### config.mk
export PLATFORM = sky130hd
export DESIGN_NAME = controlador_contador
export DESIGN_NICKNAME = d
export VERILOG_FILES = /design/src/rtl/controlador_contador_pkg.sv /design/src/rtl/controlador_contador.sv
export SDC_FILE = /design/constraint.sdc
export NUM_CORES = 1
export LEC_CHECK = 0
export CORE_ASPECT_RATIO = 0.7
export CORE_UTILIZATION = 55
export DETAILED_ROUTE_END_ITERATION = 16
export GPL_TIMING_DRIVEN = 0
export PLACE_DENSITY = 0.84
export SETUP_SLACK_MARGIN = 0.05
export SLEW_MARGIN = 20
export SYNTH_ARGS = -nofsm -noshare
export SYNTH_HDL_FRONTEND = slang
export SYNTH_SLANG_ARGS = --single-unit
export TNS_END_PERCENT = 100
### constraint.sdc
create_clock -name NEclk -period 5.1 [get_ports NEclk]
set_input_delay 1.02 -clock NEclk [delete_from_list [all_inputs] [get_ports NEclk]]
set_output_delay 1.02 -clock NEclk [all_outputs]
set_load 0.005 [all_outputs]
### src/rtl/controlador_contador_pkg.sv
// rtl/controlador_contador_pkg.sv - shared state encodings and types for controlador_contador
package controlador_contador_pkg;

  // FSM encodings, shared by the design and its bench
  localparam logic [1:0] ST_IDLE = 2'd0;
  localparam logic [1:0] ST_RUN  = 2'd1;
  localparam logic [1:0] ST_DONE = 2'd2;

  typedef enum logic [1:0] {
    S_IDLE = ST_IDLE,
    S_RUN  = ST_RUN,
    S_DONE = ST_DONE
  } state_t;

  // Mode values as sampled with Start
  localparam logic MODE_ONESHOT  = 1'b0;
  localparam logic MODE_PERIODIC = 1'b1;

endpackage

### src/rtl/controlador_contador.sv
// rtl/controlador_contador.sv - falling-edge period counter with one-shot/periodic modes
module controlador_contador
  import controlador_contador_pkg::*;
#(
  parameter int BITS = 8
) (
  input  logic            NEclk,
  input  logic            Reset,
  input  logic            Start,
  input  logic            Stop,
  input  logic            Pause,
  input  logic            Mode,
  input  logic [BITS-1:0] Period,
  output logic [BITS-1:0] count,
  output logic            Tick,
  output logic            Done,
  output logic            Busy
);

  localparam logic [BITS-1:0] ONE  = {{(BITS-1){1'b0}}, 1'b1};
  localparam logic [BITS-1:0] ZERO = '0;

  state_t          state, state_n;
  logic [BITS-1:0] count_n;
  logic [BITS-1:0] period_q, period_n;
  logic            mode_q, mode_n;
  logic            tick_n, done_n;
  logic            last;

  // Terminal count; period_q is never zero while in RUN, so no underflow matters
  assign last = (count == (period_q - ONE));

  // Busy comes from the registered state only
  assign Busy = (state == S_RUN);

  // State and output registers, updated on the falling edge
  always_ff @(negedge NEclk or posedge Reset) begin
    if (Reset) begin
      state    <= S_IDLE;
      count    <= ZERO;
      period_q <= ZERO;
      mode_q   <= MODE_ONESHOT;
      Tick     <= 1'b0;
      Done     <= 1'b0;
    end else begin
      state    <= state_n;
      count    <= count_n;
      period_q <= period_n;
      mode_q   <= mode_n;
      Tick     <= tick_n;
      Done     <= done_n;
    end
  end

  // Next-state logic: Stop beats Start, Start beats Pause; Start with Period==0 is ignored
  always_comb begin
    state_n  = state;
    count_n  = count;
    period_n = period_q;
    mode_n   = mode_q;
    tick_n   = 1'b0;
    done_n   = Done;
    if (Stop) begin
      state_n = S_IDLE;
      count_n = ZERO;
      done_n  = 1'b0;
    end else if (Start && (Period != ZERO)) begin
      state_n  = S_RUN;
      count_n  = ZERO;
      period_n = Period;
      mode_n   = Mode;
      done_n   = 1'b0;
    end else begin
      case (state)
        S_RUN: begin
          if (!Pause) begin
            if (last) begin
              tick_n = 1'b1;
              if (mode_q == MODE_PERIODIC) begin
                count_n = ZERO;
              end else begin
                done_n  = 1'b1;
                state_n = S_DONE;
              end
            end else begin
              count_n = count + ONE;
            end
          end
        end
        S_IDLE, S_DONE: begin
          // hold everything; Tick stays low
        end
        default: begin
          state_n = S_IDLE;
          count_n = ZERO;
          done_n  = 1'b0;
        end
      endcase
    end
  end

endmodule

==> flow_metrics.env <==
export IMPL_diodes=0
export IMPL_cp_startpoint="Period[1]"
export IMPL_die_height_um=42.7
export IMPL_syn_num_nets=158
export IMPL_drive_above_1_share=0.211
export IMPL_critPathKind="in2reg"
export IMPL_grt_usage=0.284
export IMPL_cts_sinks=20
export IMPL_grt_antenna_before_repair=0
export IMPL_die_area_um2=2570
export IMPL_synth_cell_types=40
export IMPL_final_cells=207
export IMPL_synthCells=142
export IMPL_synth_area_leaders="dfrtn_1, mux2_2, xor2_1"
export IMPL_fp_row_count=14
export IMPL_worstPathArrival_ns=2.69
export IMPL_placed_area_um2=1580
export IMPL_cts_buffers=3
export IMPL_portBuffers=24
export IMPL_syn_to_final_growth_pct=34.6
export IMPL_cp_slowest_cell="clkdlybuf4s50_1"
export IMPL_die_width_um=60.1
export IMPL_rsz0062_at_grt="yes"
export IMPL_start_util=0.594
export IMPL_max_cap_viol_count=0
export IMPL_vias=1279
export IMPL_powerDensity_nw_per_um2=220
export IMPL_fin_skew_ns=0.00976
export IMPL_grt_pass1_wl_um=5350
export IMPL_cts_max_level=1
export IMPL_hold_viol=0
export IMPL_route_detailed_drc=0
export IMPL_synth_edf_count=0
export IMPL_cts_path_max_buffers=2
export IMPL_finalNetCount=192
export IMPL_final_max_slew_viol_count=0
export IMPL_fin_area_um2=1750
export IMPL_core_area_um2=2190
export IMPL_ys_seq_area_frac=0.385
export IMPL_grt_pass1_vias=1170
export IMPL_avgSynthCellArea_um2=9.15
export IMPL_synth_top_cell_area_share=0.385
export IMPL_drt_total_wl_um=3720
export IMPL_viasPerCell=6.18
export IMPL_io_pins=25
export IMPL_drt_initial_drc_count=108
export IMPL_crit_chain="clkdlybuf4s50_1 > nor4_4 > a21boi_2 > nor2b_4 > buf_4 > mux2_2"
export IMPL_yosys_area_top_type="dfrtn_1"
export IMPL_synth_warnings=0
export IMPL_synth_seq_cells=20
export IMPL_antenna_violating_nets_post_route=0
export IMPL_cp_num_buf_inv=2
export IMPL_synthArstFlopShare=1.00
export IMPL_insertion_delay_ns=0.31
export IMPL_slowest_delay_ns=0.54
export IMPL_cp_top_family="buffers and inverters"
export IMPL_cp_start_kind="input port"
export IMPL_setup_viol=0
export IMPL_cts_root_buffer="clkbuf_4"
export IMPL_worstHoldStart="count[0]"
export IMPL_multi_input_area_um2=767
export IMPL_final_cell_mix="dfrtn_1, clkdlybuf4s50_1, inv_1, nor2_1, nand3_1"
export IMPL_gp_routability_congestion=0.787
export IMPL_ff_latch_area_um2=500
export IMPL_drt_pass1_iterations=4
export IMPL_clkTransAtPathRegs_ns=0.09
export IMPL_post_dp_hpwl_um=2280
export IMPL_mostFrequentLayoutCell="dfrtn_1"
export IMPL_vdd_drop_max_v=0.000210
export IMPL_fin_util=0.799
export IMPL_endpoint_kind="flop"
export IMPL_tightest_slew_ns=0.783
export IMPL_hp_class="reg2reg"
export IMPL_nFillCells=132
export IMPL_slew_headroom=0.478
export IMPL_cts_tree="yes"
export IMPL_path_max_fanout=10
export IMPL_worst_hold_slack_ns=0.533
export IMPL_required_ns=2.71
export IMPL_reg2reg_from="period_q[0]"
export IMPL_place_inst=198
export IMPL_synth_ff_type="dfrtn_1"
export IMPL_ctsHoldBuffers=0
export IMPL_grt_max_degree=21
export IMPL_grt_ovfl_total=0
export IMPL_leakage_nw=0.771
export IMPL_avgRoutedWirePerCell_um=18.0
export IMPL_status="complete, no violations"
export IMPL_netlist_area_um2=1300
-- sequential cells by signal, indices dropped and copies added (netlist names) --
name      cells
Tick          1
count         8
mode_q        1
period_q      8
Done          1
state         1
-- worst reg2reg max path: stages (launching register included) --
cell and delay [ns]:
dfrtn_1 0.49, inv_1 0.08, ha_1 0.31, xor2_1 0.14
o211ai_1 0.12, a211oi_2 0.28, nand3_2 0.16, buf_6 0.17
clkbuf_1 0.23, o21ai_0 0.21, nand2_1 0.07
-- path summary, 6_finish.rpt --
| check | cells after the start | to | slack [ns] |
|---|---|---|---|
| min in group asynchronous | 2 | period_q[1] | 3.57 |
| min reg2reg | 1 | count[0] | 0.53 |
| min | 1 | count[0] | 0.53 |
| max in group asynchronous | 2 | period_q[3] | 1.00 |
| max | 6 | period_q[2] | 0.02 |
| max reg2reg | 10 | state[0] | 2.68 |
-- cell type report --
| cell class | count | area share |
|---|---|---|
| multi-input combinational | 103 | 0.438 |
| sequential | 20 | 0.286 |
| timing repair buffer | 30 | 0.172 |
| buffer | 8 | 0.0386 |
| tap | 32 | 0.0229 |
| inverter | 10 | 0.0215 |
| clock buffer | 4 | 0.0207 |
-- cells by family after synthesis --
logic type	Yosys count	share of synthesized area
mux	8	0.0683
buf+inv	19	0.0731
flops	20	0.385
simple gates	61	0.267
compound gates	23	0.127
fa+ha+maj	2	0.0192
xor+xnor	9	0.0606
-- through the flow --
stage          setup slack (ns)  power (mW)  TNS (ns)
2_1_floorplan             0.198       0.240         0
3_3_place_gp             -0.596       0.266     -7.75
3_5_place_dp             -0.598       0.271     -8.43
4_1_cts                 -0.0311       0.372   -0.0311
5_1_grt                 -0.0349       0.396    -0.159
6_report                 0.0181       0.385         0
-- synth_stat cells, drive strengths merged, types with 4 or more instances --
master,n
nand4,5
nand3,10
mux2,7
or4,5
xor2,6
clkbuf,4
a32oi,5
nand2,7
inv,10
dfrtn,20
o21ai,7
nor3,6
nor2b,4
nor2,10
buf,5
-- per-layer routing --
metal  track usage  vias to the layer above  wire length [um]
met3        0.0671                       15               320
met1         0.383                      603              1540
met5             0                        -                 0
met4        0.0837                        0                68
li1              -                      580                 -
met2         0.451                       81              1790
-- where the power goes --
part | total [mW] | internal, mW | leakage, nW | switching (mW)
logic | 0.0957 | 0.0465 | 0.493 | 0.0492
registers | 0.190 | 0.172 | 0.258 | 0.0179
clock network | 0.0992 | 0.0437 | 0.0210 | 0.0555
total | 0.385 | 0.263 | 0.771 | 0.123
-- timing repair --
item                                    4_1_cts  5_1_grt
gates resized for setup                      13       12
setup buffers                                 2        4
endpoints found under the setup margin       16       17
pin swaps                                     3        5
No activity file was read; power rests on OpenSTA's default activity.
